### src/rtl/element_defs.sv
// Shared definitions for the Element arithmetic blocks: operand width,
// iteration counter width and the sequential divider state encoding.
package element_defs;
    localparam int WIDTH = 32;
    localparam int CNT_W = 5;

    typedef enum logic [1:0] {
        IDLE = 2'd0,
        RUN  = 2'd1,
        DONE = 2'd2
    } state_t;
endpackage

### src/rtl/ADC32.sv
// 32-bit add with carry-in and carry-out: {Co, S} = A + B + C0.
// Latency: combinational. Backpressure: none.
// Used by the divider as a subtractor (B = ~divisor, C0 = 1).
module ADC32
    import element_defs::*;
(
    input  logic [WIDTH-1:0] A,
    input  logic [WIDTH-1:0] B,
    input  logic             C0,
    output logic [WIDTH-1:0] S,
    output logic             Co
);
    assign {Co, S} = {1'b0, A} + {1'b0, B} + {{WIDTH{1'b0}}, C0};
endmodule

### src/rtl/div32_seq.sv
// Sequential unsigned 32-bit restoring divider, one quotient bit per clock.
// Latency: 32 edges from accept to done (divide-by-zero: done on the next cycle).
// Backpressure: start is only honoured in IDLE/DONE; requests during RUN are dropped.
module div32_seq
    import element_defs::*;
(
    input  logic             clk,
    input  logic             rst,
    input  logic             start,
    input  logic [WIDTH-1:0] dividend,
    input  logic [WIDTH-1:0] divisor,
    output logic             busy,
    output logic             done,
    output logic [WIDTH-1:0] quotient,
    output logic [WIDTH-1:0] remainder,
    output logic             div_zero
);
    state_t             state_q, state_d;
    logic [WIDTH-1:0]   q_reg, r_reg, d_reg;
    logic [CNT_W-1:0]   cnt;

    logic [WIDTH:0]     s;
    logic [WIDTH-1:0]   diff;
    logic               co;
    logic               ge;
    logic [WIDTH-1:0]   q_next, r_next;
    logic               accept;

    // Shift in the next dividend bit and try subtracting the divisor.
    assign s = {r_reg, q_reg[WIDTH-1]};

    ADC32 u_adc (
        .A  (s[WIDTH-1:0]),
        .B  (~d_reg),
        .C0 (1'b1),
        .S  (diff),
        .Co (co)
    );

    // s[32] set means the shifted remainder already exceeds any 32-bit divisor.
    assign ge     = s[WIDTH] | co;
    assign r_next = ge ? diff : s[WIDTH-1:0];
    assign q_next = {q_reg[WIDTH-2:0], ge};
    assign accept = start && (state_q == IDLE || state_q == DONE);

    always_comb begin
        state_d = state_q;
        case (state_q)
            IDLE, DONE: begin
                if (start) begin
                    state_d = (divisor != '0) ? RUN : DONE;
                end else begin
                    state_d = IDLE;
                end
            end
            RUN: begin
                if (cnt == '0) begin
                    state_d = DONE;
                end
            end
            default: state_d = IDLE;
        endcase
    end

    always_ff @(posedge clk) begin
        if (rst) begin
            state_q   <= IDLE;
            q_reg     <= '0;
            r_reg     <= '0;
            d_reg     <= '0;
            cnt       <= '0;
            quotient  <= '0;
            remainder <= '0;
            div_zero  <= 1'b0;
        end else begin
            state_q <= state_d;
            if (accept) begin
                if (divisor != '0) begin
                    q_reg <= dividend;
                    r_reg <= '0;
                    d_reg <= divisor;
                    cnt   <= CNT_W'(WIDTH - 1);
                end else begin
                    quotient  <= '1;
                    remainder <= dividend;
                    div_zero  <= 1'b1;
                end
            end else if (state_q == RUN) begin
                q_reg <= q_next;
                r_reg <= r_next;
                cnt   <= cnt - 1'b1;
                if (cnt == '0) begin
                    quotient  <= q_next;
                    remainder <= r_next;
                    div_zero  <= 1'b0;
                end
            end
        end
    end

    assign busy = (state_q == RUN);
    assign done = (state_q == DONE);
endmodule

### config.mk
export PLATFORM = sky130hd
export DESIGN_NAME = div32_seq
export DESIGN_NICKNAME = d
export VERILOG_FILES = /design/src/rtl/element_defs.sv /design/src/rtl/ADC32.sv /design/src/rtl/div32_seq.sv
export SDC_FILE = /design/constraint.sdc
export NUM_CORES = 1
export LEC_CHECK = 0
export ABC_AREA = 1
export BUFFER_PORTS_ARGS = -buffer_cell sky130_fd_sc_hd__buf_2
export CAP_MARGIN = 20
export CORE_UTILIZATION = 41
export DETAILED_ROUTE_END_ITERATION = 10
export PLACE_DENSITY = 0.57
export SLEW_MARGIN = 20
export SYNTH_ARGS = -nofsm -noshare
export SYNTH_HDL_FRONTEND = slang
export SYNTH_SLANG_ARGS = --single-unit
### constraint.sdc
create_clock -name clk -period 6.1 [get_ports clk]
set_input_delay 0.61 -clock clk [delete_from_list [all_inputs] [get_ports clk]]
set_output_delay 0.61 -clock clk [all_outputs]
set_load 0.03 [all_outputs]
==> flow_summary.json, run 1 <==
{
  "r2r_cells": 18,
  "syn_area_um2": 10200,
  "overflow": 0,
  "yosysMostFrequentCell": "nand2_1",
  "crit_arrival_ns": 3.61,
  "p_leak_uw": 0.00666,
  "synthCells": 1648,
  "max_stage_delay_ns": 0.51,
  "fin_crit_ns": 3.22,
  "setup_viol": 0,
  "worstHoldEndpoint": "d_reg[5]$_SDFFE_PP0P_",
  "holdPathStages": 2,
  "hold_viol_final": 0,
  "max-slew-margin-rel_pct": 29.5,
  "synth_edf_count": 0,
  "finClkSkew_ns": 0.0164,
  "die_w_um": 160,
  "pin_count": 134,
  "die_y_um": 160,
  "drt_iter0_markers": 599,
  "path_common_cell": "nand2_2",
  "hp-start": "d_reg[5]$_SDFFE_PP0P_",
  "rsz0062_at_grt": "no",
  "synth.area.top_cells": "dfxtp_1 33%, nand2_1 15%, inv_1 13%, nand3_1 8.0%, o21ai_0 7.2%",
  "ir_drop_v": 0.000164,
  "p_int_uw": 2310,
  "grt_max_degree": 101,
  "async_flop_share_pct": 0,
  "maxSlewViolCount": 0,
  "postSynthAreaPerCell_um2": 6.18,
  "die-area_um2": 25500,
  "required_ns": 6.49,
  "synth_fp_nets": 1750,
  "p_per_area_nw_per_um2": 357,
  "worst_pin_slew_ns": 1.06,
  "rows": 57,
  "yosys.area.top_type_share_pct": 33.0,
  "routedWlPerCell_um": 14.3,
  "critPathCaptureType": "flop",
  "synth_top_area_cell": "dfxtp_1",
  "fin_setup_tns_ns": 0,
  "ys_ff_latch": 168,
  "io_buffers": 133,
  "sw_frac_of_total_pct": 44.6,
  "crit_buf_inv": 3,
  "first_pass_iters": 5,
  "p_sw_uw": 1860,
  "dp_cells": 2039,
  "path_clk_slew_ns": 0.08,
  "clock.fmax_mhz": 311,
  "grt_pass1_wl_um": 48000,
  "synthDistinctLibCells": 33,
  "cts-root-buf": "clkbuf_16",
  "crit_path_start_kind": "flop",
  "synthTopCellsByCount": "400 x nand2_1, 366 x inv_1, 168 x dfxtp_1",
  "fin_nets": 1837,
  "critical_path.startpoint": "q_reg[31]$_SDFFE_PP0P_",
  "synth-seq-area-share_pct": 33.0,
  "seq_power_share_pct": 31.4,
  "drt_wl_total_um": 29700,
  "diodes": 0,
  "cp_top_family": "simple AND/OR/NAND/NOR gates",
  "post_cts_buffers": 0,
  "fin_crit_sh_pct": 52.7,
  "maxCapViolCount": 0,
  "ys_warn_count": 0,
  "combinationalPowerShare_pct": 42.0,
  "r2r_slack_ns": 2.88,
  "r2r_end": "remainder[19]$_SDFFE_PP0P_",
  "crit_type": "flop to flop",
  "clk_path_buf_depth": 2,
  "r2r-start": "q_reg[31]$_SDFFE_PP0P_",
  "cp_slowest_cell": "nor2_8",
  "area_growth_pct": 14.4,
  "drive_gt1_share_pct": 11.2,
  "clock_sinks": 168,
  "cp_max_fo": 34,
  "cts_tree": "built",
  "grt_usage_pct": 23.7,
  "start_util_pct": 41.9,
  "vias_per_cell": 4.82,
  "cts_buffers": 17,
  "core_area_um2": 24300,
  "hold_class": "flop to flop",
  "fin_cells": 2072,
  "htreeDepth": 4,
  "status": "finished, final reports clean",
  "cts_resized": 0,
  "insertion_delay_ns": 0.45,
  "cts_hold_buf": 0,
  "antenna_found_initial": 0,
  "gp_congestion": 0.897,
  "critical_path.cell_chain": "inv_1 -> ha_1 -> fa_1 -> inv_1 -> nand2_1 -> nand2_1 -> nand3_1 -> nand2_2 -> nand2_2 -> nand2_2 -> nand2_2 -> nand2_2 -> nand2_4 -> nor2_8 -> nand2_1 -> nand3_1 -> nand2_1 -> inv_1",
  "ant_nets": 0,
  "clock_power_share_pct": 26.6,
  "place_hpwl_um": 22100,
  "via_count": 9994,
  "dominantRegCellSynth": "dfxtp_1",
  "drc": 0,
  "grt_pass1_vias": 9354
}
## power by group through the flow
stage               combinational, µW  clock (µW)  sequential (µW)
detailed placement               1730           0             1330
global placement                 1720           0             1330
CTS                              1740        1130             1310
floorplan                        1230           0             1380
finish                           1750        1110             1310
global route                     1980        1170             1320
## cells by family after synthesis
logic type,synth area share [%]
AO/OA/AOI/OAI,16.8
AND/OR/NAND/NOR,27.5
XOR/XNOR,1.46
flip-flops,33.0
adder cells (fa/ha/maj),4.37
buffers and inverters,16.8
## final cells by class
| type | count | area [µm²] |
|---|---|---|
| well taps | 324 | 405 |
| clock buffers | 17 | 425 |
| multi-input cells | 1037 | 5130 |
| repair buffers | 142 | 766 |
| inverters | 369 | 1390 |
| flip-flops and latches | 168 | 3360 |
| clock inverters | 15 | 175 |
| fillers | 2645 | 12700 |
## worst max path at each step
stage	to	slack, ns	depth (start not counted)
3_5_place_dp	remainder[15]$_SDFFE_PP0P_	2.46	11
2_1_floorplan	r_reg[19]$_SDFFE_PP0P_	3.92	18
4_1_cts	remainder[15]$_SDFFE_PP0P_	2.80	11
3_3_place_gp	cnt[4]$_SDFFE_PP0P_	2.34	9
5_1_grt	remainder[18]$_SDFFE_PP0P_	2.67	18
6_report	remainder[19]$_SDFFE_PP0P_	2.88	18
## tightest hold or removal path, cell delays in order (launching register included)
cell,delay [ns]
dfxtp_1,0.30
inv_1,0.06
a21oi_1,0.06
## placed cells by master, fill, tap and decap left out, types with 2 or more instances in the layout
cell type and instances:
nand2_1 398, a21boi_0 30, xnor2_1 2, nand3_1 163
a21oi_1 121, and2_1 3, clkbuf_16 17, o21ai_1 20
nand4_1 10, nand2_2 10, clkinv_8 4, or2_2 2
nand3b_1 2, inv_2 3, o21bai_1 4, nand2_4 3
nor3_1 7, inv_6 4, inv_8 4, o21ai_0 146
buf_4 7, buf_2 133, nor2_1 56, xor2_1 15
dfxtp_1 168, inv_1 365, nor4_1 4, nor2_2 2
ha_1 34
## stage by stage
step / util (%) / setup slack, ns / hold slack (ns) / power (µW) / cell area, µm²
6_report: 47.9 / 2.88 / 0.463 / 4170 / 11700
5_1_grt: 47.9 / 2.67 / 0.482 / 4470 / 11700
4_1_cts: 47.8 / 2.80 / 0.457 / 4180 / 11600
3_5_place_dp: 45.4 / 2.46 / 0.454 / 3060 / 11000
3_3_place_gp: 45.2 / 2.34 / 0.452 / 3050 / 11000
2_1_floorplan: - / 3.92 / 0.427 / 2610 / 10200
## routing by layer
layer  global-route usage [%]  vias to the layer above  wire [µm]
met3                     2.86                       20       1320
met5                        0                        -          0
met2                     36.5                      214      12700
met1                     35.0                     4466      15300
met4                     5.33                        0        282
li1                         -                     5294          -
(Power assumes the default switching activity.)
==> inputs of run 2 (changes only) <==
--- a/config.mk
+++ b/config.mk
@@ -10,7 +10,7 @@
 export CAP_MARGIN = 20
 export CORE_UTILIZATION = 41
 export DETAILED_ROUTE_END_ITERATION = 10
-export PLACE_DENSITY = 0.57
+export PLACE_DENSITY = 0.59
 export SLEW_MARGIN = 20
 export SYNTH_ARGS = -nofsm -noshare
 export SYNTH_HDL_FRONTEND = slang
==> constraint.sdc (replaced) <==
create_clock -name clk -period 2.8 [get_ports clk]
set_input_delay 0.28 -clock clk [delete_from_list [all_inputs] [get_ports clk]]
set_output_delay 0.28 -clock clk [all_outputs]
set_load 0.03 [all_outputs]
==> flow_summary.json, run 2 (synthesis gave the netlist of run 1 again) <==
{
  "p_per_area_nw_per_um2": 773,
  "grt_use_met1_pct": 33.7,
  "antenna_found_initial": 1,
  "seq_power_share_pct": 31.5,
  "core_area_um2": 24300,
  "crit_arrival_ns": 2.95,
  "holdPathStages": 3,
  "routedWlPerCell_um": 14.3,
  "die_y_um": 160,
  "drive_gt1_share_pct": 11.7,
  "finClkSkew_ns": 0.0172,
  "fin_setup_tns_ns": 0,
  "combinationalPowerShare_pct": 42.7,
  "path_clk_slew_ns": 0.07,
  "clk_path_buf_depth": 2,
  "cts-root-buf": "clkbuf_16",
  "fin_nets": 1847,
  "placed_area_um2": 11200,
  "fin_area_um2": 11700,
  "maxCapViolCount": 0,
  "grt_usage_pct": 23.5,
  "clock.fmax_mhz": 388,
  "cts_buffers": 17,
  "max-slew-margin-rel_pct": 55.2,
  "r2r-start": "q_reg[31]$_SDFFE_PP0P_",
  "io_buffers": 133,
  "grt_pass1_wl_um": 48100,
  "diodes": 0,
  "hp-start": "divisor[15]",
  "overflow": 0,
  "hold_viol_final": 0,
  "insertion_delay_ns": 0.44,
  "crit_type": "flop to flop",
  "fin_crit_ns": 2.58,
  "layout_common_cells": "398 x nand2_1, 365 x inv_1, 168 x dfxtp_1",
  "r2r_end": "remainder[27]$_SDFFE_PP0P_",
  "ant_nets": 0,
  "use_met3_pct": 3.30,
  "worst_pin_slew_ns": 0.672,
  "p_sw_uw": 4000,
  "max_stage_delay_ns": 0.41,
  "drc": 0,
  "rows": 57,
  "gp_congestion": 0.895,
  "rsz0062_at_grt": "no",
  "r2r_slack_ns": 0.22,
  "first_pass_iters": 5,
  "grt_pass1_vias": 9248,
  "status": "finished, final reports clean",
  "cts_tree": "built",
  "dp_cells": 2050,
  "sw_frac_of_total_pct": 44.0,
  "die_w_um": 160,
  "critPathCaptureType": "flop",
  "start_util_pct": 41.9,
  "place_hpwl_um": 22400,
  "final_common_cell": "nand2_1",
  "drt_wl_total_um": 29800,
  "grt_util_met2_pct": 36.9,
  "crit_path_start_kind": "flop",
  "critical_path.cell_chain": "inv_1 -> ha_1 -> fa_1 -> inv_1 -> nand2_1 -> nand2_1 -> nand3_1 -> nand2_2 -> nand2_2 -> nand2_2 -> nand2_2 -> nand2_2 -> nand2_4 -> nor2_8 -> buf_12 -> nand2_1 -> nand3_1 -> nand2_1 -> inv_1",
  "p_leak_uw": 0.00671,
  "fill_cells": 2607,
  "hold_class": "primary input to flop",
  "setup_viol": 0,
  "via_count": 10049,
  "pin_count": 134,
  "multi_input_area_um2": 5120,
  "maxSlewViolCount": 0,
  "path_common_cell": "nand2_2",
  "p_int_uw": 5080,
  "htreeDepth": 4,
  "area_growth_pct": 15.3,
  "fin_crit_sh_pct": 92.1,
  "top_usage_layer": "met2",
  "post_cts_buffers": 0,
  "drt_iter0_markers": 552,
  "required_ns": 3.18,
  "vias_per_cell": 4.83,
  "clock_sinks": 168,
  "worstHoldEndpoint": "d_reg[15]$_SDFFE_PP0P_",
  "clock_power_share_pct": 25.8,
  "cp_max_fo": 26,
  "die-area_um2": 25500,
  "ir_drop_v": 0.000341,
  "grt_max_degree": 75,
  "fin_cells": 2082,
  "r2r_cells": 19,
  "seq_area_um2": 3360,
  "cp_slowest_cell": "fa_1"
}
[run 2: cell type report]
cell class | count | area share [%]
repair buffers | 152 | 7.55
multi-input cells | 1037 | 43.6
flip-flops and latches | 168 | 28.6
inverters | 369 | 11.8
clock inverters | 14 | 1.30
well taps | 324 | 3.45
clock buffers | 18 | 3.65
[run 2: critical path, delay by kind of cell, from the launching register on]
family	cells	cell delay, ns
simple gates	13	1.10
flops	1	0.37
fa+ha+maj	2	0.64
buf+inv	4	0.40
[run 2: how the worst max path moves through the flow]
stage | start | end
2_1_floorplan | q_reg[31]$_SDFFE_PP0P_ | r_reg[19]$_SDFFE_PP0P_
3_3_place_gp | q_reg[31]$_SDFFE_PP0P_ | remainder[11]$_SDFFE_PP0P_
3_5_place_dp | q_reg[31]$_SDFFE_PP0P_ | r_reg[4]$_SDFFE_PP0P_
4_1_cts | q_reg[31]$_SDFFE_PP0P_ | r_reg[4]$_SDFFE_PP0P_
5_1_grt | q_reg[31]$_SDFFE_PP0P_ | r_reg[16]$_SDFFE_PP0P_
6_report | q_reg[31]$_SDFFE_PP0P_ | remainder[27]$_SDFFE_PP0P_
[run 2: stage by stage]
| stage | total power (µW) | hold slack (ns) | util, % | worst slack, ns |
|---|---|---|---|---|
| after CTS | 9120 | 0.129 | 48.3 | 0.223 |
| after global placement | 6730 | 0.448 | 45.9 | 0.330 |
| after floorplan | 5690 | 0.427 | - | 0.618 |
| after global routing | 9750 | 0.143 | 48.3 | 0.0158 |
| after detailed placement | 6740 | 0.452 | 45.9 | 0.224 |
| final | 9080 | 0.144 | 48.3 | 0.222 |
[run 2: metal layers]
metal  part of all wire, %  vias to the layer above
met5                 0.044                        -
met4                   1.2                        2
met3                   4.9                       21
met2                    45                      226
met1                    49                     4486
li1                      -                     5314
[run 2: what timing repair did]
action | CTS | global route
setup endpoints to repair | 0 | 4
resized for setup | 0 | 1
endpoints found under the hold margin | 0 | 0
hold buffers | 0 | 0
[run 2: power by group through the flow]
stage	sequential (µW)	clock (µW)	combinational [µW]
floorplan	3000	0	2690
global placement	2910	0	3820
detailed placement	2910	0	3830
CTS	2850	2400	3860
global route	2890	2500	4370
finish	2860	2340	3880
==> inputs of run 3 (changes only) <==
--- a/config.mk
+++ b/config.mk
@@ -10,7 +10,7 @@
 export CAP_MARGIN = 20
 export CORE_UTILIZATION = 41
 export DETAILED_ROUTE_END_ITERATION = 10
-export PLACE_DENSITY = 0.59
+export PLACE_DENSITY = 0.57
 export SLEW_MARGIN = 20
 export SYNTH_ARGS = -nofsm -noshare
 export SYNTH_HDL_FRONTEND = slang
==> constraint.sdc (replaced) <==
create_clock -name clk -period 3.1 [get_ports clk]
set_input_delay 0.31 -clock clk [delete_from_list [all_inputs] [get_ports clk]]
set_output_delay 0.31 -clock clk [all_outputs]
set_load 0.03 [all_outputs]
==> flow_summary.json, run 3 (synthesis gave the netlist of run 1 again) <==
{
  "antenna_found_initial": 0,
  "clock_power_share_pct": 26.0,
  "post_cts_buffers": 0,
  "die_w_um": 160,
  "ant_nets": 0,
  "first_pass_iters": 5,
  "maxSlewViolCount": 0,
  "cts_buffers": 17,
  "cts_hold_buf": 0,
  "hp-start": "divisor[21]",
  "critPathCaptureType": "flop",
  "cp_top_family": "simple AND/OR/NAND/NOR gates",
  "insertion_delay_ns": 0.44,
  "cts_tree": "built",
  "cp_max_fo": 33,
  "drt_wl_total_um": 30400,
  "r2r_slack_ns": 0.45,
  "r2r-start": "q_reg[31]$_SDFFE_PP0P_",
  "status": "finished, final reports clean",
  "rows": 57,
  "hold_class": "primary input to flop",
  "grt_pass1_vias": 9135,
  "fin_nets": 1846,
  "overflow": 0,
  "vias_per_cell": 4.81,
  "place_hpwl_um": 22700,
  "path_clk_slew_ns": 0.07,
  "crit_arrival_ns": 3.03,
  "grt_usage_pct": 23.8,
  "r2r_end": "remainder[28]$_SDFFE_PP0P_",
  "final_common_cell": "nand2_1",
  "max_stage_delay_ns": 0.40,
  "area_growth_pct": 14.8,
  "gp_congestion": 0.871,
  "drc": 0,
  "cts-root-buf": "clkbuf_16",
  "core_area_um2": 24300,
  "p_leak_uw": 0.00669,
  "rsz0062_at_grt": "no",
  "diodes": 0,
  "worstHoldEndpoint": "d_reg[21]$_SDFFE_PP0P_",
  "clk_path_buf_depth": 2,
  "path_common_cell": "nand2_2",
  "required_ns": 3.48,
  "cts_resized": 0,
  "htreeDepth": 4,
  "ir_drop_v": 0.000426,
  "p_per_area_nw_per_um2": 700,
  "drive_gt1_share_pct": 11.6,
  "crit_path_start_kind": "flop",
  "crit_type": "flop to flop",
  "routedWlPerCell_um": 14.6,
  "r2r_cells": 18,
  "holdPathStages": 3,
  "seq_power_share_pct": 31.5,
  "fin_crit_sh_pct": 85.3,
  "grt_pass1_wl_um": 48300,
  "io_buffers": 133,
  "p_int_uw": 4540,
  "critical_path.cell_chain": "inv_1 -> ha_1 -> fa_1 -> inv_1 -> nand2_1 -> nand2_1 -> nand3_1 -> nand2_2 -> nand2_2 -> nand2_2 -> nand2_2 -> nand2_2 -> nand2_4 -> nor2_8 -> nand2_1 -> nand3_1 -> nand2_1 -> inv_1",
  "clock.fmax_mhz": 378,
  "combinationalPowerShare_pct": 42.5,
  "die_y_um": 160,
  "finClkSkew_ns": 0.0119,
  "max-slew-margin-rel_pct": 43.7,
  "crit_buf_inv": 3,
  "setup_viol": 0,
  "fill_cells": 2596,
  "grt_max_degree": 83,
  "finalPower_uw": 8190,
  "layout_common_cells": "398 x nand2_1, 365 x inv_1, 168 x dfxtp_1",
  "sw_frac_of_total_pct": 44.5,
  "start_util_pct": 41.9,
  "clock_sinks": 168,
  "worst_pin_slew_ns": 0.844,
  "maxCapViolCount": 0,
  "fin_crit_ns": 2.65,
  "p_sw_uw": 3650,
  "via_count": 10002,
  "pin_count": 134,
  "drt_iter0_markers": 513,
  "fin_setup_tns_ns": 0,
  "cp_slowest_cell": "fa_1",
  "hold_viol_final": 0,
  "die-area_um2": 25500
}
run 3: cell count changes in the layout (fill, tap and decap cells not counted):
cell      change
inv_8         +2
buf_4         +3
inv_6         -1
clkbuf_1      -1
buf_6         -1
clkinv_8      -1
buf_12        -3
run 3: per-stage QoR:
| stage | instance area, µm² | std cells | worst slack [ns] | utilization (%) | hold WS, ns |
|---|---|---|---|---|---|
| final | 11700 | 2080 | 0.455 | 48.1 | 0.165 |
| after floorplan | 10200 | 1648 | 0.918 | - | 0.427 |
| after global placement | 11100 | 2049 | 0.547 | 45.7 | 0.444 |
| after CTS | 11700 | 2080 | 0.449 | 48.1 | 0.162 |
| after detailed placement | 11100 | 2049 | 0.463 | 45.7 | 0.451 |
| after global routing | 11700 | 2080 | 0.155 | 48.1 | 0.171 |
run 3: layout make-up:
class / count / area, µm² / area share [%]
multi-input combinational: 1037 / 5120 / 43.8
sequential: 168 / 3360 / 28.8
inverter: 369 / 1390 / 11.8
timing repair buffer: 151 / 838 / 7.17
clock buffer: 17 / 425 / 3.64
tap: 324 / 405 / 3.47
clock inverter: 14 / 150 / 1.28
run 3: power groups by stage:
stage	combinational [µW]	clock [µW]	sequential, µW
floorplan	2430	0	2710
global placement	3450	0	2630
detailed placement	3450	0	2620
CTS	3470	2160	2580
global route	3930	2260	2600
finish	3480	2130	2580
run 3: how the worst max path moves through the flow:
stage,slack (ns),depth (start not counted),end,from
floorplan,0.92,18,r_reg[19]$_SDFFE_PP0P_,q_reg[31]$_SDFFE_PP0P_
global placement,0.55,18,remainder[15]$_SDFFE_PP0P_,q_reg[31]$_SDFFE_PP0P_
detailed placement,0.46,18,remainder[28]$_SDFFE_PP0P_,q_reg[31]$_SDFFE_PP0P_
CTS,0.45,18,remainder[15]$_SDFFE_PP0P_,q_reg[31]$_SDFFE_PP0P_
global route,0.16,18,remainder[15]$_SDFFE_PP0P_,q_reg[31]$_SDFFE_PP0P_
finish,0.45,18,remainder[28]$_SDFFE_PP0P_,q_reg[31]$_SDFFE_PP0P_
run 3: metal layers:
metal | global-route usage (%) | wire (µm)
met5 | 0 | 0
met4 | 5.55 | 333
met3 | 3.43 | 1580
met2 | 36.7 | 13100
met1 | 34.8 | 15400
run 3: worst min-delay path: cells and delay by family:
| family | cells | cell delay (ns) |
|---|---|---|
| AO/OA/AOI/OAI | 2 | 0.17 |
| buffers and inverters | 1 | 0.08 |
